<file path="src/rtl/pong_game_ctrl.sv">
// Pong game sequencer: turns button presses and hit/miss pulses into game states.
// It also drives the graphics freeze control, the remaining-ball count and the BCD score.
module pong_game_ctrl #(
    parameter int unsigned BALLS       = 3,
    parameter int unsigned WAIT_FRAMES = 120
) (
    input  logic       clk,
    input  logic       reset,
    input  logic [1:0] btn,
    input  logic       refr_tick,
    input  logic       hit,
    input  logic       miss,
    output logic       gra_still,
    output logic [1:0] game_state,
    output logic [1:0] ball_left,
    output logic [7:0] score
);

    typedef enum logic [1:0] {
        StNewGame = 2'b00,
        StPlay    = 2'b01,
        StNewBall = 2'b10,
        StOver    = 2'b11
    } state_e;

    localparam logic [1:0] BallsInit = 2'(BALLS - 1);
    localparam logic [7:0] WaitLoad  = 8'(WAIT_FRAMES);

    state_e     state_q, state_d;
    logic       still_q, still_d;
    logic [1:0] ball_q, ball_d;
    logic [7:0] score_q, score_d;
    logic [7:0] timer_q, timer_d;
    logic       timer_done;
    logic       btn_press;

    // Two-digit BCD increment; 99 wraps to 00.
    function automatic logic [7:0] bcd_inc(input logic [7:0] val);
        logic [3:0] tens;
        logic [3:0] units;
        tens  = val[7:4];
        units = val[3:0];
        if (units == 4'd9) begin
            units = 4'd0;
            tens  = (tens == 4'd9) ? 4'd0 : tens + 4'd1;
        end else begin
            units = units + 4'd1;
        end
        return {tens, units};
    endfunction

    assign timer_done = (timer_q == 8'd0);
    assign btn_press  = (btn != 2'b00);

    always_comb begin
        state_d = state_q;
        still_d = still_q;
        ball_d  = ball_q;
        score_d = score_q;
        timer_d = timer_q;

        if (refr_tick && !timer_done) begin
            timer_d = timer_q - 8'd1;
        end

        unique case (state_q)
            StNewGame: begin
                if (btn_press) begin
                    state_d = StPlay;
                    still_d = 1'b0;
                    score_d = 8'h00;
                    ball_d  = BallsInit;
                end
            end
            StPlay: begin
                if (hit) begin
                    score_d = bcd_inc(score_q);
                end
                // The timer load overrides any refr_tick on the same edge.
                if (miss) begin
                    still_d = 1'b1;
                    timer_d = WaitLoad;
                    if (ball_q == 2'd0) begin
                        state_d = StOver;
                    end else begin
                        state_d = StNewBall;
                        ball_d  = ball_q - 2'd1;
                    end
                end
            end
            StNewBall: begin
                if (timer_done && btn_press) begin
                    state_d = StPlay;
                    still_d = 1'b0;
                end
            end
            StOver: begin
                if (timer_done) begin
                    state_d = StNewGame;
                    still_d = 1'b1;
                end
            end
            default: begin
                state_d = StNewGame;
                still_d = 1'b1;
            end
        endcase
    end

    always_ff @(posedge clk or posedge reset) begin
        if (reset) begin
            state_q <= StNewGame;
            still_q <= 1'b1;
            ball_q  <= BallsInit;
            score_q <= 8'h00;
            timer_q <= 8'd0;
        end else begin
            state_q <= state_d;
            still_q <= still_d;
            ball_q  <= ball_d;
            score_q <= score_d;
            timer_q <= timer_d;
        end
    end

    assign game_state = state_q;
    assign gra_still  = still_q;
    assign ball_left  = ball_q;
    assign score      = score_q;

endmodule
</file>
<file path="config.mk">
export PLATFORM = sky130hd
export DESIGN_NAME = pong_game_ctrl
export DESIGN_NICKNAME = d
export VERILOG_FILES = /design/src/rtl/pong_game_ctrl.sv
export SDC_FILE = /design/constraint.sdc
export NUM_CORES = 1
export LEC_CHECK = 0
export BUFFER_PORTS_ARGS = -buffer_cell sky130_fd_sc_hd__buf_2
export CORE_ASPECT_RATIO = 1.5
export CORE_MARGIN = 2
export CORE_UTILIZATION = 40
export CTS_BUF_LIST = sky130_fd_sc_hd__clkbuf_4
export CTS_CLUSTER_DIAMETER = 100
export DETAILED_ROUTE_END_ITERATION = 7
export PLACE_DENSITY = 0.59
export SYNTH_ARGS = -nofsm -noshare
export SYNTH_HDL_FRONTEND = slang
export SYNTH_SLANG_ARGS = --single-unit
</file>
<file path="constraint.sdc">
create_clock -name clk -period 1.95 [get_ports clk]
set_input_delay 0.39 -clock clk [delete_from_list [all_inputs] [get_ports clk]]
set_output_delay 0.39 -clock clk [all_outputs]
set_load 0.05 [all_outputs]
</file>
# ---- Word-level counts from Yosys, hierarchy flattened
# Index checks and enable logic that the tools add are counted.
dict set report word_totals {
  reg_bits 21
  input_bits 7
  out_inout_bits 13
  romBits 0
  latch_bits 0
  mem_bits_rw 0
  mem_count 0
  wordCells 58
}
dict set report classes {
  div 0
  n_shift 0
  bitwise 0
  mux 24
  reduce_logical 12
  n_lt_le_gt_ge 0
  addsub 4
  mul 0
  n_eq_ne 12
}
# operator n
set op_table {}
lappend op_table {{$mux W8} 5}
lappend op_table {{$pmux W8 S2} 1}
lappend op_table {{$mux W2} 7}
lappend op_table {{$ne A2 B2 Y1 const B} 7}
lappend op_table {{$mux W4} 3}
lappend op_table {{$reduce_and A4 Y1} 3}
lappend op_table {{$add A4 B1 Y4 const B} 2}
lappend op_table {{$eq A4 B4 Y1 const B} 2}
lappend op_table {{$logic_not A8 Y1} 1}
lappend op_table {{$pmux W2 S4} 1}
lappend op_table {{$sub A8 B1 Y8 const B} 1}
lappend op_table {{$mux W1} 5}
lappend op_table {{$eq A2 B2 Y1 const B} 2}
lappend op_table {{$logic_not A2 Y1} 2}
lappend op_table {{$pmux W1 S4} 1}
lappend op_table {{$pmux W2 S2} 1}
lappend op_table {{$reduce_bool A2 Y1} 2}
lappend op_table {{$reduce_and A3 Y1} 1}
lappend op_table {{$eq A2 B1 Y1 const B} 1}
lappend op_table {{$logic_and A1 B1 Y1} 2}
lappend op_table {{$sub A2 B1 Y2 const B} 1}
lappend op_table {{$logic_not A1 Y1} 1}

# ---- Logic depth before layout (Yosys ltp)
# Gate-level depths: netlist of run 1.
dict set report depth {
  word_depth 6
  mapped_depth 6
}

# ---- Least setup slack after synthesis of run 1
# OpenSTA, ideal clock, no wires.
dict set report synth_timing {
  path_kind {register to register}
  start {reg score_q[0], in the netlist score[0]}
  end {reg score_q[7], in the netlist score[7]}
  path_buffers 0
  arrival_time_ns 1.900
  period_less_slack_ns 2.019
  required_ns 1.832
  path_stages_with_launch 6
  slack_ns -0.069
  cell_sequence {dfrtp_1 > ha_1 > nand3b_4 > a2111o_1 > o21bai_1 > a21o_1}
}
dict set report synth_via {
  elab_chain_len 3
}
# item line
set synth_rtl {}
lappend synth_rtl {{start, declared} 32} ;# logic [7:0] score_q, score_d;
lappend synth_rtl {{start signal, assigned} 121} ;# score_q <= score_d;
lappend synth_rtl {{$eq A4 B4 Y1} 43} ;# if (units == 4'd9) begin
lappend synth_rtl {{$ne A2 B2 Y1 (no line)} n/a}
lappend synth_rtl {{$reduce_and A4 Y1 (no line)} n/a}
# No other way between the ends.
# A chain may end at the register's enable or synchronous reset.

# ---- Final worst setup path of run 1
dict set report layout_timing {
  start {reg score_q[1], in the netlist score[1]}
  end {reg score_q[7], in the netlist score[7]}
}
# Same word-level chain as after synthesis.

==> results.sh, run 1 <==
export IMPL_outcome="complete, no violations"
export IMPL_fin_tns_setup_ps=0
export IMPL_worstPathRequired_ps=2160
export IMPL_wl_per_cell_um=13.23
export IMPL_drtAntennaViolNets=0
export IMPL_synth_cell_types=45
export IMPL_netlist_area_leader_share=0.3711
export IMPL_gp_congestion=0.7653
export IMPL_max_freq_mhz=550.5
export IMPL_port_buffers=19
export IMPL_worst_slew_pin_slew_ps=491.4
export IMPL_cp_start_kind="flop"
export IMPL_cts_repair_resized=0
export IMPL_io_pins=20
export IMPL_cts_tree="yes"
export IMPL_leakage_nw=0.6930
export IMPL_cts_htree_levels=1
export IMPL_yosysWarnings=0
export IMPL_drt_iter0_drc=20
export IMPL_powerDensity_nw_per_um2=1411
export IMPL_yosysTopAreaCell="dfrtp_1"
export IMPL_ir_drop_mv=0.7185
export IMPL_cap_violations=0
export IMPL_cts_setup_buffers=0
export IMPL_min_period_ps=1816
export IMPL_grt_pass1_wl_um=4650
export IMPL_arrival_ps=2030
export IMPL_hold_buffers=0
export IMPL_final_area_um2=1446
export IMPL_netlist_top_cells_area="dfrtp_1 (37%), ha_1 (6.8%), dfstp_2 (4.1%)"
export IMPL_slew_violations=0
export IMPL_drive_gt1_frac=0.2549
export IMPL_grt_start_max_net_pins=22
export IMPL_ys_seq_elements=21
export IMPL_diodes=0
export IMPL_clkTransAtPathRegs_ps=120
export IMPL_rsz0062_at_grt="no"
export IMPL_remaining_drc_errors=0
export IMPL_criticalPathCategory="flop to flop"
export IMPL_worst_path_max_delay_cell="a2111o_1"
export IMPL_rows=25
export IMPL_core_area_um2=3097
export IMPL_via_per_inst=5.280
export IMPL_cts_buffers_inserted=3
export IMPL_power_mw=2.041
export IMPL_vias=1019
export IMPL_die_h_um=73.32
export IMPL_setup_violations=0
export IMPL_overflow=0
export IMPL_cts_sinks=21
export IMPL_first_pass_iters=5
export IMPL_area_growth_pct=12.89
export IMPL_async_flop_share=1.000
export IMPL_chipWidth_um=50.21
export IMPL_syn_area_per_cell_um2=9.706
export IMPL_synth_edff_count=0
export IMPL_placedInstanceArea_um2=1416
export IMPL_slowest_delay_ps=520
export IMPL_hold_path_class="primary input to asynchronous set/reset pin"
export IMPL_syn_inst=132
export IMPL_antenna_found_initial=0
export IMPL_routed_wl_um=2553
export IMPL_synth_nets=146
export IMPL_synth_main_ff_cell="dfrtp_1"
export IMPL_relSlewSlack=0.6710
export IMPL_path_cells="inv_1 > ha_1 > nand3b_4 > a2111o_1 > o21bai_1 > a21o_1"
export IMPL_layout_nets=168
export IMPL_grt_pass1_vias=1095
export IMPL_period_share=0.9315
export IMPL_fin_skew_ps=7.716
export IMPL_final_hold_viol_count=0
export IMPL_clk_latency_ps=310
export IMPL_synth_area_um2=1281
export IMPL_cts_root_buf="clkbuf_4"
export IMPL_ys_seq_area_frac=0.4121
export IMPL_end_kind="flop"
export IMPL_grt_usage=0.1649
export IMPL_initial_core_util=0.4137
export IMPL_crit_fanout=7
export IMPL_dp_final_hpwl_um=2001
export IMPL_die_area_um2=3681
export IMPL_clockBufferDepth=2
cell families after synthesis:
kind of cell,after synthesis,synth area share
AOI/OAI and AO/OA,34,0.1856
xor gates and xnor gates,2,0.01367
adders and majority gates,7,0.06836
buffers and inverters,12,0.04101
DFF,21,0.4121
muxes,3,0.02344
and+or+nand+nor,53,0.2559
where the power goes:
group	leakage (nW)	switching [mW]	internal, mW	total [mW]
sequential	0.252	0.232	0.606	0.838
combinational	0.423	0.645	0.326	0.971
clock	0.0184	0.138	0.0939	0.232
total	0.693	1.02	1.03	2.04
flip-flops by register name, summed over array words and instances, names as in the netlist:
signal,flops
score,8
timer_q,8
ball_left,2
game_state,2
gra_still,1
final timing paths:
kind                           from         end  slack (ps)  cells past startpoint
hold / removal                reset    score[1]          80                      3
setup reg to reg           score[1]    score[7]         130                      6
max in group asynchronous     reset   gra_still        1590                      3
min in group clk               miss  timer_q[6]         380                      3
setup / recovery           score[1]    score[7]         130                      6
hold reg to reg            score[7]    score[7]         540                      1
cell type report:
class                      instances  area [um^2]
inverter                           9        33.78
clock buffer                       4        30.03
fill                             287         1650
tap                               40        50.05
sequential                        21        529.3
multi-input combinational         99        700.7
timing repair buffer              20        102.6
synthesized netlist by cell type (2+ instances only):
cell / instances
dfstp_2: 2
o21ai_1: 5
ha_1: 7
nor2_1: 13
dfrtp_1: 19
nor2b_1: 2
xnor2_1: 2
nand2_1: 12
a21o_1: 3
nor3_1: 3
or3_1: 2
inv_1: 9
buf_4: 2
nand2b_1: 4
a21oi_1: 7
o31ai_1: 3
o21ai_0: 4
a211oi_1: 3
nand3_1: 2
mux2i_1: 3
cell usage in the layout, fill, tap and decap left out, drive strengths merged, types with 3 or more instances in the layout:
master | synthesis | final
mux2i | 3 | 3
clkbuf | 1 | 4
dfrtp | 19 | 19
a211oi | 3 | 3
o21ai | 10 | 10
o31ai | 3 | 3
a21oi | 7 | 7
nor2 | 13 | 13
nor3 | 5 | 5
buf | 2 | 20
nor2b | 3 | 3
a21o | 3 | 3
ha | 7 | 7
inv | 9 | 9
nand2 | 13 | 13
nand2b | 4 | 4
critical path: cells and delay by family, from the launching register on:
| kind | cells | cell delay (ps) |
|---|---|---|
| compound gates | 3 | 900 |
| fa+ha+maj | 1 | 210 |
| buf+inv | 1 | 70 |
| flops | 1 | 440 |
| simple gates | 1 | 100 |
stage by stage:
stage | instances | util | hold slack [ps] | setup slack (ps)
CTS | 193 | 0.4671 | 84.08 | 136.7
global route | 193 | 0.4671 | 91.24 | 24.85
floorplan | 132 | - | 365.0 | 13.00
detailed placement | 189 | 0.4574 | 439.9 | 166.1
global placement | 189 | 0.4574 | 440.8 | 215.8
finish | 193 | 0.4671 | 83.94 | 133.6
routing by layer:
metal,track usage,part of all wire,up-vias
li1,-,-,508
met1,0.1717,0.40,490
met2,0.3202,0.55,17
met3,0.02642,0.032,4
met4,0.06481,0.014,0
met5,0,0,-
(Power assumes the default switching activity.)
==> run 2, diff against run 1 <==
--- a/config.mk
+++ b/config.mk
@@ -13,6 +13,7 @@
 export CTS_CLUSTER_DIAMETER = 100
 export DETAILED_ROUTE_END_ITERATION = 7
 export PLACE_DENSITY = 0.59
+export SETUP_SLACK_MARGIN = 0.2
 export SYNTH_ARGS = -nofsm -noshare
 export SYNTH_HDL_FRONTEND = slang
 export SYNTH_SLANG_ARGS = --single-unit
==> results.sh, run 2 (synthesis results as in run 1) <==
export IMPL_core_area_um2=3097
export IMPL_grt_pass1_wl_um=4478
export IMPL_leakage_nw=0.6959
export IMPL_cap_violations=0
export IMPL_cp_start_kind="flop"
export IMPL_routed_wl_um=2524
export IMPL_die_h_um=73.32
export IMPL_cts_root_buf="clkbuf_4"
export IMPL_r2r_end="score[7]"
export IMPL_worstPathRequired_ps=2160
export IMPL_fin_tns_setup_ps=0
export IMPL_max_freq_mhz=593.3
export IMPL_worst_slew_pin_slew_ps=457.8
export IMPL_cts_htree_levels=1
export IMPL_end_kind="flop"
export IMPL_grt_start_max_net_pins=22
export IMPL_vias=1018
export IMPL_overflow=0
export IMPL_clkTransAtPathRegs_ps=110
export IMPL_cts_tree="yes"
export IMPL_outcome="complete, no violations"
export IMPL_gp_congestion=0.7352
export IMPL_antenna_found_initial=0
export IMPL_min_period_ps=1685
export IMPL_io_pins=20
export IMPL_reg2reg_depth=6
export IMPL_powerDensity_nw_per_um2=1390
export IMPL_dp_final_hpwl_um=1992
export IMPL_rows=25
export IMPL_period_share=0.8643
export IMPL_relSlewSlack=0.6931
export IMPL_criticalPathCategory="flop to flop"
export IMPL_dp_cells=190
export IMPL_r2r_slack_ps=260
export IMPL_final_hold_viol_count=0
export IMPL_fin_cells=194
export IMPL_slew_violations=0
export IMPL_diodes=0
export IMPL_via_per_inst=5.247
export IMPL_ir_drop_mv=0.8321
export IMPL_arrival_ps=1890
export IMPL_area_growth_pct=14.45
export IMPL_die_area_um2=3681
export IMPL_reg2reg_from="score[1]"
export IMPL_rsz0062_at_grt="yes"
export IMPL_cts_sinks=21
export IMPL_fin_skew_ps=4.019
export IMPL_worst_path_max_delay_cell="a2111o_1"
export IMPL_crit_fanout=7
export IMPL_drt_iter0_drc=11
export IMPL_hold_path_class="primary input to asynchronous set/reset pin"
export IMPL_path_cells="inv_2 > ha_4 > nand3b_4 > a2111o_1 > o21bai_1 > a21o_1"
export IMPL_clk_latency_ps=300
export IMPL_initial_core_util=0.4137
export IMPL_cts_repair_resized=0
export IMPL_port_buffers=19
export IMPL_final_common_cell="buf_2"
export IMPL_final_core_util=0.4735
export IMPL_grt_usage=0.1591
export IMPL_chipWidth_um=50.21
export IMPL_slowest_delay_ps=470
export IMPL_drive_gt1_frac=0.2857
export IMPL_drtAntennaViolNets=0
export IMPL_layout_common_cells="buf_2 (19), dfrtp_1 (16), nor2_1 (13)"
export IMPL_clockBufferDepth=2
export IMPL_grt_pass1_vias=1010
export IMPL_wl_per_cell_um=13.01
export IMPL_remaining_drc_errors=0
export IMPL_first_pass_iters=4
export IMPL_cts_buffers_inserted=3
export IMPL_setup_violations=0
export IMPL_layout_nets=169
-- run 2: timing repair --
action                                  4_1_cts  5_1_grt
hold buffers                                  0        0
endpoints found under the setup margin        0        5
buffers inserted                              0        0
endpoints found under the hold margin         0        0
-- run 2: stage by stage --
| step | power [mW] | area (um^2) | hold WS [ps] | worst slack, ps |
|---|---|---|---|---|
| CTS | 2.069 | 1466 | 84.97 | 261.3 |
| floorplan | 1.632 | 1297 | 364.8 | 201.5 |
| global route | 2.224 | 1466 | 105.1 | 151.8 |
| finish | 2.038 | 1466 | 86.99 | 264.6 |
| global placement | 1.815 | 1439 | 436.4 | 319.3 |
| detailed placement | 1.853 | 1439 | 438.7 | 279.1 |
-- run 2: how the worst max path moves through the flow --
stage,startpoint,end,slack [ps],depth (start not counted)
2_1_floorplan,score[0],score[7],200,5
3_5_place_dp,score[1],score[7],280,6
3_3_place_gp,score[1],score[7],320,6
5_1_grt,timer_q[0],game_state[0],150,6
4_1_cts,score[1],score[7],260,6
6_report,score[1],score[7],260,6
-- run 2: worst max-delay path, delay by kind of cell (launching register included) --
family	cells	cell delay (ps)
AO/OA/AOI/OAI	3	850
adder cells (fa/ha/maj)	1	130
buffers and inverters	1	70
flip-flops	1	450
AND/OR/NAND/NOR	1	80
-- run 2: power breakdown --
part	total (mW)	internal [mW]	switching (mW)
clock network	0.207	0.0766	0.130
registers	0.850	0.610	0.240
logic	0.981	0.335	0.646
total	2.04	1.02	1.02
-- run 2: final cells by class --
cell class | count | area, um^2
fill | 303 | 1630
multi-input combinational | 99 | 713.2
sequential | 21 | 531.8
timing repair buffer | 21 | 110.1
tap | 40 | 50.05
inverter | 9 | 33.78
clock buffer | 3 | 22.52
clock inverter | 1 | 5.005
-- run 2: layer usage --
metal  track usage  routed length (um)
met4       0.08333                  42
met1        0.1842                1070
met5             0                   0
met3       0.01829                  43
met2        0.2836                1368
==> run 3, diff against run 2 <==
==> constraint.sdc (replaced) <==
create_clock -name clk -period 2 [get_ports clk]
set_input_delay 0.1 -clock clk [delete_from_list [all_inputs] [get_ports clk]]
set_output_delay 0.1 -clock clk [all_outputs]
set_load 0.05 [all_outputs]
==> results.sh, run 3 (synthesis results as in run 1) <==
export IMPL_cts_buffers_inserted=3
export IMPL_cp_start_kind="flop"
export IMPL_min_period_ps=1735
export IMPL_crit_fanout=7
export IMPL_cts_root_buf="clkbuf_4"
export IMPL_clkTransAtPathRegs_ps=120
export IMPL_setup_violations=0
export IMPL_worst_slew_pin_slew_ps=480.8
export IMPL_drive_gt1_frac=0.2866
export IMPL_layout_nets=172
export IMPL_cts_tree="yes"
export IMPL_grt_pass1_wl_um=4436
export IMPL_fill_cells=307
export IMPL_final_area_um2=1494
export IMPL_max_freq_mhz=576.3
export IMPL_rsz0062_at_grt="no"
export IMPL_clockBufferDepth=2
export IMPL_antenna_found_initial=0
export IMPL_gp_congestion=0.8176
export IMPL_cts_htree_levels=1
export IMPL_final_common_cell="buf_2"
export IMPL_ir_drop_mv=0.7029
export IMPL_overflow=0
export IMPL_grt_usage=0.1553
export IMPL_layout_common_cells="buf_2 (19), dfrtp_1 (16), nor2_1 (13)"
export IMPL_cap_violations=0
export IMPL_remaining_drc_errors=0
export IMPL_core_area_um2=3097
export IMPL_port_buffers=19
export IMPL_via_per_inst=5.188
export IMPL_placedInstanceArea_um2=1420
export IMPL_path_cells="inv_1 > ha_4 > nand3b_4 > a2111o_1 > o21bai_1 > a21o_1"
export IMPL_criticalPathCategory="flop to flop"
export IMPL_rows=25
export IMPL_relSlewSlack=0.6777
export IMPL_die_h_um=73.32
export IMPL_vias=1022
export IMPL_diodes=0
export IMPL_routed_wl_um=2620
export IMPL_arrival_ps=1940
export IMPL_area_growth_pct=16.60
export IMPL_critPathBufInv=1
export IMPL_die_area_um2=3681
export IMPL_powerDensity_nw_per_um2=1352
export IMPL_clk_latency_ps=300
export IMPL_chipWidth_um=50.21
export IMPL_cts_sinks=21
export IMPL_drtAntennaViolNets=0
export IMPL_grt_pass1_vias=1040
export IMPL_leakage_nw=0.7115
export IMPL_worstPathRequired_ps=2200
export IMPL_fin_tns_setup_ps=0
export IMPL_period_share=0.8676
export IMPL_io_pins=20
export IMPL_slowest_delay_ps=520
export IMPL_hold_path_class="primary input to flop"
export IMPL_fin_skew_ps=5.494
export IMPL_wl_per_cell_um=13.30
export IMPL_initial_core_util=0.4137
export IMPL_dp_final_hpwl_um=2044
export IMPL_slew_violations=0
export IMPL_crit_family="compound AO/OA/AOI/OAI gates"
export IMPL_worst_path_max_delay_cell="a2111o_1"
export IMPL_outcome="complete, no violations"
export IMPL_drt_iter0_drc=28
export IMPL_first_pass_iters=4
export IMPL_grt_start_max_net_pins=22
export IMPL_end_kind="flop"
export IMPL_final_hold_viol_count=0
[run 3: cell types whose count changed in the layout (fill, tap and decap cells not counted)]
cell,change
buf_4,+2
dlygate4sd3_1,+1
clkinv_2,-1
inv_1,+1
inv_2,-1
clkbuf_4,+1
[run 3: layer usage]
| metal | global-route usage | vias up | wire, um |
|---|---|---|---|
| li1 | - | 516 | - |
| met2 | 0.3056 | 8 | 1482 |
| met4 | 0.04630 | 0 | 23 |
| met1 | 0.1647 | 496 | 1060 |
| met3 | 0.02439 | 2 | 54 |
| met5 | 0 | - | 0 |
[run 3: worst register-to-register path: stages, from the launching register on]
cell and delay (ps):
dfrtp_2 430, inv_1 90, ha_4 140, nand3b_4 80, a2111o_1 520, o21bai_1 210
a21o_1 180
[run 3: cell type report]
class,instances,area (um^2),share of cell area
flip-flops and latches,21,531.8,0.3559
inverters,9,33.78,0.02261
clock buffers,4,30.03,0.02010
repair buffers,24,135.1,0.09045
multi-input cells,99,713.2,0.4774
well taps,40,50.05,0.03350
[run 3: path summary, 6_finish.rpt]
check | start | cells after the start | slack, ps | to
worst max-delay path | score[1] | 6 | 260 | score[7]
worst min-delay path | miss | 3 | 100 | timer_q[5]
worst max register to register | score[1] | 6 | 260 | score[7]
worst min register to register | ball_left[1] | 2 | 520 | ball_left[1]
max in group asynchronous | reset | 4 | 1380 | gra_still
min in group asynchronous | reset | 4 | 350 | timer_q[3]
[run 3: where the power goes]
group / total, mW / internal, mW / switching [mW]
Sequential: 0.825 / 0.594 / 0.230
Clock: 0.216 / 0.0911 / 0.125
Combinational: 0.979 / 0.342 / 0.637
[run 3: per-stage QoR]
| step | util | worst slack [ps] | power (mW) | instances | hold WS (ps) |
|---|---|---|---|---|---|
| 2_1_floorplan | - | 204.8 | 1.574 | 132 | 74.91 |
| 3_3_place_gp | 0.4586 | 315.1 | 1.755 | 189 | 146.4 |
| 3_5_place_dp | 0.4586 | 271.6 | 1.786 | 189 | 148.6 |
| 4_1_cts | 0.4715 | 253.1 | 2.007 | 194 | 99.17 |
| 5_1_grt | 0.4824 | 182.4 | 2.180 | 197 | 109.8 |
| 6_report | 0.4824 | 264.9 | 2.020 | 197 | 101.8 |
[run 3: what timing repair did]
action	4_1_cts	5_1_grt
hold buffers	1	0
resized for setup	0	2
setup buffers	0	3
endpoints found under the hold margin	19	0
endpoints found under the setup margin	0	6
